File: src/rtl/fu_arbiter_if.sv
// Requester and FU command/status bundle for fu_arbiter.
// The slave modport is the arbiter's view; master is the requesters plus the FU.
interface fu_arbiter_if #(
    parameter int unsigned NREQ    = 4,
    parameter int unsigned DBITS   = 32,
    parameter int unsigned AOPBITS = 4
);
    logic [NREQ-1:0]         req_valid;
    logic [NREQ*AOPBITS-1:0] req_aluop;
    logic [NREQ*DBITS-1:0]   req_op1;
    logic [NREQ*DBITS-1:0]   req_op2;
    logic [NREQ-1:0]         req_ready;
    logic [NREQ-1:0]         resp_valid;
    logic [DBITS-1:0]        resp_data;
    logic                    busy;
    logic                    fu_wr_aluop;
    logic                    fu_wr_op1;
    logic                    fu_wr_op2;
    logic [DBITS-1:0]        fu_wr_data;
    logic                    fu_rd_op3;
    logic [2:0]              fu_csr;
    logic [DBITS-1:0]        fu_op3;

    modport master (
        output req_valid, req_aluop, req_op1, req_op2, fu_csr, fu_op3,
        input  req_ready, resp_valid, resp_data, busy,
        input  fu_wr_aluop, fu_wr_op1, fu_wr_op2, fu_wr_data, fu_rd_op3
    );

    modport slave (
        input  req_valid, req_aluop, req_op1, req_op2, fu_csr, fu_op3,
        output req_ready, resp_valid, resp_data, busy,
        output fu_wr_aluop, fu_wr_op1, fu_wr_op2, fu_wr_data, fu_rd_op3
    );
endinterface

File: src/rtl/fu_arbiter.sv
// Round-robin arbiter sharing one external ALU between NREQ requesters.
// Optional counters stat_ops/stat_stall are built when FU_ARB_STATS_EN is defined.
module fu_arbiter #(
    parameter int unsigned NREQ    = 4,
    parameter int unsigned DBITS   = 32,
    parameter int unsigned AOPBITS = 4
) (
    input  logic        clk,
    input  logic        reset,
    fu_arbiter_if.slave bus
`ifdef FU_ARB_STATS_EN
    ,
    output logic [31:0] stat_ops,
    output logic [31:0] stat_stall
`endif
);
    localparam int unsigned IdxW = $clog2(NREQ);
    localparam logic [NREQ-1:0] Lsb = {{(NREQ-1){1'b0}}, 1'b1};

    typedef enum logic [2:0] {
        StIdle, StAop, StOp1, StOp2, StWait, StRead, StResp
    } state_e;

    state_e            r_state;
    logic [IdxW-1:0]   r_ptr;
    logic [IdxW-1:0]   r_gidx;
    logic [DBITS-1:0]  r_op1;
    logic [DBITS-1:0]  r_op2;
    logic [DBITS-1:0]  r_result;
    logic [DBITS-1:0]  r_wr_data;
    logic              r_wr_aluop;
    logic              r_wr_op1;
    logic              r_wr_op2;
    logic              r_rd_op3;
    logic              r_busy;
    logic [NREQ-1:0]   r_resp_valid;

    logic              w_found;
    logic              w_grant;
    logic [IdxW-1:0]   w_gidx;
    logic [IdxW-1:0]   w_ptr_nxt;
    logic [IdxW:0]     w_sum;
    logic [AOPBITS-1:0] w_aluop;
    logic [DBITS-1:0]  w_op1;
    logic [DBITS-1:0]  w_op2;
    logic              w_unused_csr1;

    // First valid requester at or after the pointer, wrapping modulo NREQ.
    always_comb begin
        w_found = 1'b0;
        w_gidx  = '0;
        w_sum   = '0;
        for (int unsigned k = 0; k < NREQ; k++) begin
            w_sum = {1'b0, r_ptr} + (IdxW+1)'(k);
            if (w_sum >= (IdxW+1)'(NREQ)) begin
                w_sum = w_sum - (IdxW+1)'(NREQ);
            end
            if (!w_found && bus.req_valid[w_sum[IdxW-1:0]]) begin
                w_found = 1'b1;
                w_gidx  = w_sum[IdxW-1:0];
            end
        end
    end

    always_comb begin
        w_aluop = '0;
        w_op1   = '0;
        w_op2   = '0;
        for (int unsigned i = 0; i < NREQ; i++) begin
            if (w_gidx == IdxW'(i)) begin
                w_aluop = bus.req_aluop[i*AOPBITS +: AOPBITS];
                w_op1   = bus.req_op1[i*DBITS +: DBITS];
                w_op2   = bus.req_op2[i*DBITS +: DBITS];
            end
        end
    end

    assign w_ptr_nxt     = (w_gidx == IdxW'(NREQ-1)) ? '0 : w_gidx + 1'b1;
    assign w_grant       = (r_state == StIdle) && w_found && !reset;
    assign w_unused_csr1 = bus.fu_csr[1];

    assign bus.req_ready   = w_grant ? (Lsb << w_gidx) : '0;
    assign bus.busy        = r_busy | w_grant;
    assign bus.resp_valid  = r_resp_valid;
    assign bus.resp_data   = r_result;
    assign bus.fu_wr_aluop = r_wr_aluop;
    assign bus.fu_wr_op1   = r_wr_op1;
    assign bus.fu_wr_op2   = r_wr_op2;
    assign bus.fu_wr_data  = r_wr_data;
    assign bus.fu_rd_op3   = r_rd_op3;

    // Strobes are registered: each is set on entry to its state and cleared on exit.
    always_ff @(posedge clk) begin
        if (reset) begin
            r_state      <= StIdle;
            r_ptr        <= '0;
            r_gidx       <= '0;
            r_op1        <= '0;
            r_op2        <= '0;
            r_result     <= '0;
            r_wr_data    <= '0;
            r_wr_aluop   <= 1'b0;
            r_wr_op1     <= 1'b0;
            r_wr_op2     <= 1'b0;
            r_rd_op3     <= 1'b0;
            r_busy       <= 1'b0;
            r_resp_valid <= '0;
        end else begin
            unique case (r_state)
                StIdle: begin
                    if (w_found) begin
                        r_state    <= StAop;
                        r_gidx     <= w_gidx;
                        r_ptr      <= w_ptr_nxt;
                        r_op1      <= w_op1;
                        r_op2      <= w_op2;
                        r_busy     <= 1'b1;
                        r_wr_aluop <= 1'b1;
                        r_wr_data  <= DBITS'(w_aluop);
                    end
                end
                StAop: begin
                    r_state    <= StOp1;
                    r_wr_aluop <= 1'b0;
                    r_wr_op1   <= 1'b1;
                    r_wr_data  <= r_op1;
                end
                StOp1: begin
                    r_state   <= StOp2;
                    r_wr_op1  <= 1'b0;
                    r_wr_op2  <= 1'b1;
                    r_wr_data <= r_op2;
                end
                StOp2: begin
                    if (bus.fu_csr[0]) begin
                        r_state   <= StWait;
                        r_wr_op2  <= 1'b0;
                        r_wr_data <= '0;
                    end
                end
                StWait: begin
                    if (bus.fu_csr[2]) begin
                        r_state  <= StRead;
                        r_rd_op3 <= 1'b1;
                    end
                end
                StRead: begin
                    r_state      <= StResp;
                    r_rd_op3     <= 1'b0;
                    r_result     <= bus.fu_op3;
                    r_resp_valid <= Lsb << r_gidx;
                end
                StResp: begin
                    r_state      <= StIdle;
                    r_resp_valid <= '0;
                    r_busy       <= 1'b0;
                end
                default: begin
                    r_state <= StIdle;
                end
            endcase
        end
    end

`ifdef FU_ARB_STATS_EN
    logic [31:0] r_stat_ops;
    logic [31:0] r_stat_stall;
    logic        w_stall;

    assign w_stall = ((r_state == StOp2) && !bus.fu_csr[0]) || (r_state == StWait);

    always_ff @(posedge clk) begin
        if (reset) begin
            r_stat_ops   <= '0;
            r_stat_stall <= '0;
        end else begin
            if ((r_state == StResp) && (r_stat_ops != '1)) begin
                r_stat_ops <= r_stat_ops + 32'd1;
            end
            if (w_stall && (r_stat_stall != '1)) begin
                r_stat_stall <= r_stat_stall + 32'd1;
            end
        end
    end

    assign stat_ops   = r_stat_ops;
    assign stat_stall = r_stat_stall;
`endif
endmodule

File: src/flat_wrapper.sv
// flat-port wrapper written by rule: the top's interface ports become plain ports
module fu_arbiter_flat 
#(
    parameter int unsigned NREQ    = 4,
    parameter int unsigned DBITS   = 32,
    parameter int unsigned AOPBITS = 4
)
  (clk, reset, bus_req_valid, bus_req_aluop, bus_req_op1, bus_req_op2, bus_fu_csr, bus_fu_op3, bus_req_ready, bus_resp_valid, bus_resp_data, bus_busy, bus_fu_wr_aluop, bus_fu_wr_op1, bus_fu_wr_op2, bus_fu_wr_data, bus_fu_rd_op3);
  fu_arbiter_if #(.NREQ(NREQ), .DBITS(DBITS), .AOPBITS(AOPBITS)) bus_i ();
  input  logic clk;
  input  logic reset;
  input wire logic [$bits(bus_i.req_valid)-1:0] bus_req_valid;
  input wire logic [$bits(bus_i.req_aluop)-1:0] bus_req_aluop;
  input wire logic [$bits(bus_i.req_op1)-1:0] bus_req_op1;
  input wire logic [$bits(bus_i.req_op2)-1:0] bus_req_op2;
  input wire logic [$bits(bus_i.fu_csr)-1:0] bus_fu_csr;
  input wire logic [$bits(bus_i.fu_op3)-1:0] bus_fu_op3;
  output wire logic [$bits(bus_i.req_ready)-1:0] bus_req_ready;
  output wire logic [$bits(bus_i.resp_valid)-1:0] bus_resp_valid;
  output wire logic [$bits(bus_i.resp_data)-1:0] bus_resp_data;
  output wire logic [$bits(bus_i.busy)-1:0] bus_busy;
  output wire logic [$bits(bus_i.fu_wr_aluop)-1:0] bus_fu_wr_aluop;
  output wire logic [$bits(bus_i.fu_wr_op1)-1:0] bus_fu_wr_op1;
  output wire logic [$bits(bus_i.fu_wr_op2)-1:0] bus_fu_wr_op2;
  output wire logic [$bits(bus_i.fu_wr_data)-1:0] bus_fu_wr_data;
  output wire logic [$bits(bus_i.fu_rd_op3)-1:0] bus_fu_rd_op3;
  assign bus_i.req_valid = bus_req_valid;
  assign bus_i.req_aluop = bus_req_aluop;
  assign bus_i.req_op1 = bus_req_op1;
  assign bus_i.req_op2 = bus_req_op2;
  assign bus_i.fu_csr = bus_fu_csr;
  assign bus_i.fu_op3 = bus_fu_op3;
  assign bus_req_ready = bus_i.req_ready;
  assign bus_resp_valid = bus_i.resp_valid;
  assign bus_resp_data = bus_i.resp_data;
  assign bus_busy = bus_i.busy;
  assign bus_fu_wr_aluop = bus_i.fu_wr_aluop;
  assign bus_fu_wr_op1 = bus_i.fu_wr_op1;
  assign bus_fu_wr_op2 = bus_i.fu_wr_op2;
  assign bus_fu_wr_data = bus_i.fu_wr_data;
  assign bus_fu_rd_op3 = bus_i.fu_rd_op3;
  fu_arbiter #(.NREQ(NREQ), .DBITS(DBITS), .AOPBITS(AOPBITS)) u_core (.clk(clk), .reset(reset), .bus(bus_i));
endmodule
File: config.mk
export PLATFORM = sky130hd
export DESIGN_NAME = fu_arbiter_flat
export DESIGN_NICKNAME = d
export VERILOG_FILES = /design/src/rtl/fu_arbiter_if.sv /design/src/rtl/fu_arbiter.sv /design/src/flat_wrapper.sv
export SDC_FILE = /design/constraint.sdc
export NUM_CORES = 1
export LEC_CHECK = 0
export CAP_MARGIN = 20
export CORE_ASPECT_RATIO = 1.5
export CORE_MARGIN = 10
export CORE_UTILIZATION = 25
export CTS_CLUSTER_DIAMETER = 100
export DETAILED_ROUTE_END_ITERATION = 6
export GPL_ROUTABILITY_DRIVEN = 0
export PLACE_DENSITY = 0.54
export REMOVE_ABC_BUFFERS = 1
export SKIP_LAST_GASP = 1
export SYNTH_ARGS = -nofsm -noshare
export SYNTH_HDL_FRONTEND = slang
export SYNTH_SLANG_ARGS = --single-unit
File: constraint.sdc
create_clock -name clk -period 6.5 [get_ports clk]
set_input_delay 1.3 -clock clk [delete_from_list [all_inputs] [get_ports clk]]
set_output_delay 1.3 -clock clk [all_outputs]
set_load 0.005 [all_outputs]
==> reports/qor.txt <==
Status: finished clean
VDD IR max: 0.000128 V
Die Y: 234 µm
Sequential share of power: 34.3%
Netlist cell types: 42
Fmax: 193 MHz
Synthesized area: 7610 µm²
CTS tree: built
Number of global-route vias before repair: 8471
Critical path class: input pin to primary output
Num rows: 78
Reg clk slew, reported paths: 0.06 ns
Clock power share: 29.0%
Synth Register Bits: 144
Ports: 390
Leak: 4.35 nW
Syn Area/Cell: 7.76 µm²
Fin worst setup slack: 1.31 ns
Layout cells sized above 1: 4.50%
WL met2: 17.2 mm
Setup violators final: 0
Non-filler cells, final: 1713
Worst hold slack: 0.454 ns
Cts repair resizes: 0
GRT Total Usage: 16.2%
CTS Hold Bufs: 0
Synthesis-to-finish area growth: 60.7%
CTS H-tree depth: 4
Vias: 8488
HP Class: register to register
Routed Antenna Nets: 0
Setup crit end kind: primary output
Post-DP Area: 11700 µm²
WL/cell: 19.0 µm
Power Density: 252 nW/µm²
Gate Count Post-Synth: 981
Post-CTS Setup Bufs: 0
Most frequent cells in the layout: clkdlybuf4s50_1, dfxtp_1, a21oi_1
Wl on met1: 12.6 mm
Final Cycle Share: 79.8%
Post-layout min period: 5.19 ns
Final Skew: 0.00551 ns
Startpoint type of the worst setup path: input pin
HPWL after detailed placement: 23.5 mm
Core area: 30200 µm²
RSZ-0062 raised after global routing: false
Slew Viols, Final: 0
Yosys warns: 0
Total power draw: 3.08 mW
1st-pass router iterations: 5
Total net switching power: 1.05 mW
Design Area, Final: 12200 µm²
Vias per inst: 4.96
Largest net degree at the start of global routing: 134
Chip width: 162 µm
Number of buffers added on ports: 388
Worst slew pin tran: 0.990 ns
Worst EP arrival: 3.89 ns
Drt total wl: 32.6 mm
Hold Fails Final Rpt: 0
Initial core utilization: 25.2%
CP required: 5.20 ns
Met3 wire len: 2.58 mm
First-pass GRT wire length: 48.7 mm
Max clock buf depth: 2
Final Util: 40.6%
Max Cap Viol: 0
Initial drt markers: 474
Total clock sinks: 144
Final Net Count: 1616
Die area: 38000 µm²
Overflow after GRT: 0
Commonest non-fill, non-tap cell in the layout: clkdlybuf4s50_1
TritonCTS Buffers: 17
Residual DRC: 0
CTS root buf: clkbuf_16
Dpl ws: 1.30 ns
Worst-skew pair later-pin latency: 0.42 ns
Internal: 2.03 mW
Rel. slew slack: 34.0%
Initial antenna violation count: 0
Critical Path Fanout Max: 49
Logic pwr share: 36.7%
Placed cell count: 1679
Setup TNS: 0 ns
Max layer used: met4
Net Sw Frac: 34.0%
Seq/Total Area, Yosys: 37.9%
==> synth_stat cells, drive strengths merged <==
library cell	number	area [µm²]
nand3b	69	518
or4	1	7.51
a221o	1	10.0
a222oi	28	280
o22ai	1	6.26
o31a	4	35.0
a32oi	1	8.76
a211oi	64	480
a21oi	122	611
ha	4	50.1
dfxtp	144	2880
a22oi	2	15.0
o21ai	2	10.0
buf	35	238
o221ai	1	8.76
nor2	105	397
and2	5	31.3
a21o	1	7.51
a221oi	68	596
nor2b	5	31.3
xor2	1	8.76
and3b	4	35.0
nand4	1	6.26
nand2	71	267
and3	2	12.5
nor3b	1	7.51
nor4	2	33.8
o21a	1	7.51
or2	1	6.26
nand3	6	30.0
clkbuf	71	267
inv	75	282
nor3	70	350
o21bai	2	15.0
nand2b	4	25.0
or3	1	6.26
a31oi	5	31.3
==> critical path, stage by stage <==
cell,delay (ns)
clkdlybuf4s50_1,0.52
nor4_4,0.57
nand2b_1,0.26
ha_4,0.50
and2_1,0.20
clkdlybuf4s50_1,0.53
==> power groups by stage <==
stage / registers (mW) / clock network (mW) / logic (mW)
CTS: 1.06 / 0.930 / 1.14
detailed placement: 1.08 / 0 / 1.14
finish: 1.06 / 0.895 / 1.13
global route: 1.07 / 0.961 / 1.26
floorplan: 1.06 / 0 / 0.666
global placement: 1.07 / 0 / 1.13
==> registers in the layout (all words and copies together) (netlist names), 2 cells and up <==
register and flops:
u_core.r_gidx 2, u_core.bus.resp_data 32, u_core.bus.fu_wr_data 32, u_core.r_op1 32, u_core.bus.resp_valid 4, u_core.r_state 3
u_core.r_ptr 2, u_core.r_op2 32
==> layer usage <==
metal,vias up,global-route usage (%)
met5,-,0
met4,0,3.68
met3,15,5.44
met2,276,30.0
met1,3994,17.4
li1,4203,-
==> cells by family after synthesis <==
group,synth area share (%)
buf+inv,10.3
simple gates,23.2
compound gates,27.9
xor+xnor,0.115
fa+ha+maj,0.657
flops,37.9
==> final timing paths <==
path / start / depth (start not counted) / slack, ns / to
setup / recovery: bus_req_valid[0] / 6 / 1.31 / bus_req_ready[2]
hold / removal: u_core.bus.resp_data[22]$_SDFFE_PP0P_ / 2 / 0.45 / u_core.bus.resp_data[22]$_SDFFE_PP0P_
setup reg to reg: u_core.r_ptr[0]$_SDFFE_PP0N_ / 10 / 2.95 / u_core.bus.fu_wr_data[1]$_SDFFE_PP0P_
hold reg to reg: u_core.bus.resp_data[22]$_SDFFE_PP0P_ / 2 / 0.45 / u_core.bus.resp_data[22]$_SDFFE_PP0P_
==> area by class of cell <==
cell class              count  area, µm²
diodes                      1       2.50
multi-input cells         656       4010
clock inverters            12       87.6
flip-flops and latches    144       2880
well taps                 400        500
repair buffers            405       4030
clock buffers              20        447
fillers                  3104      17900
inverters                  75        282
(Power assumes the default switching activity.)
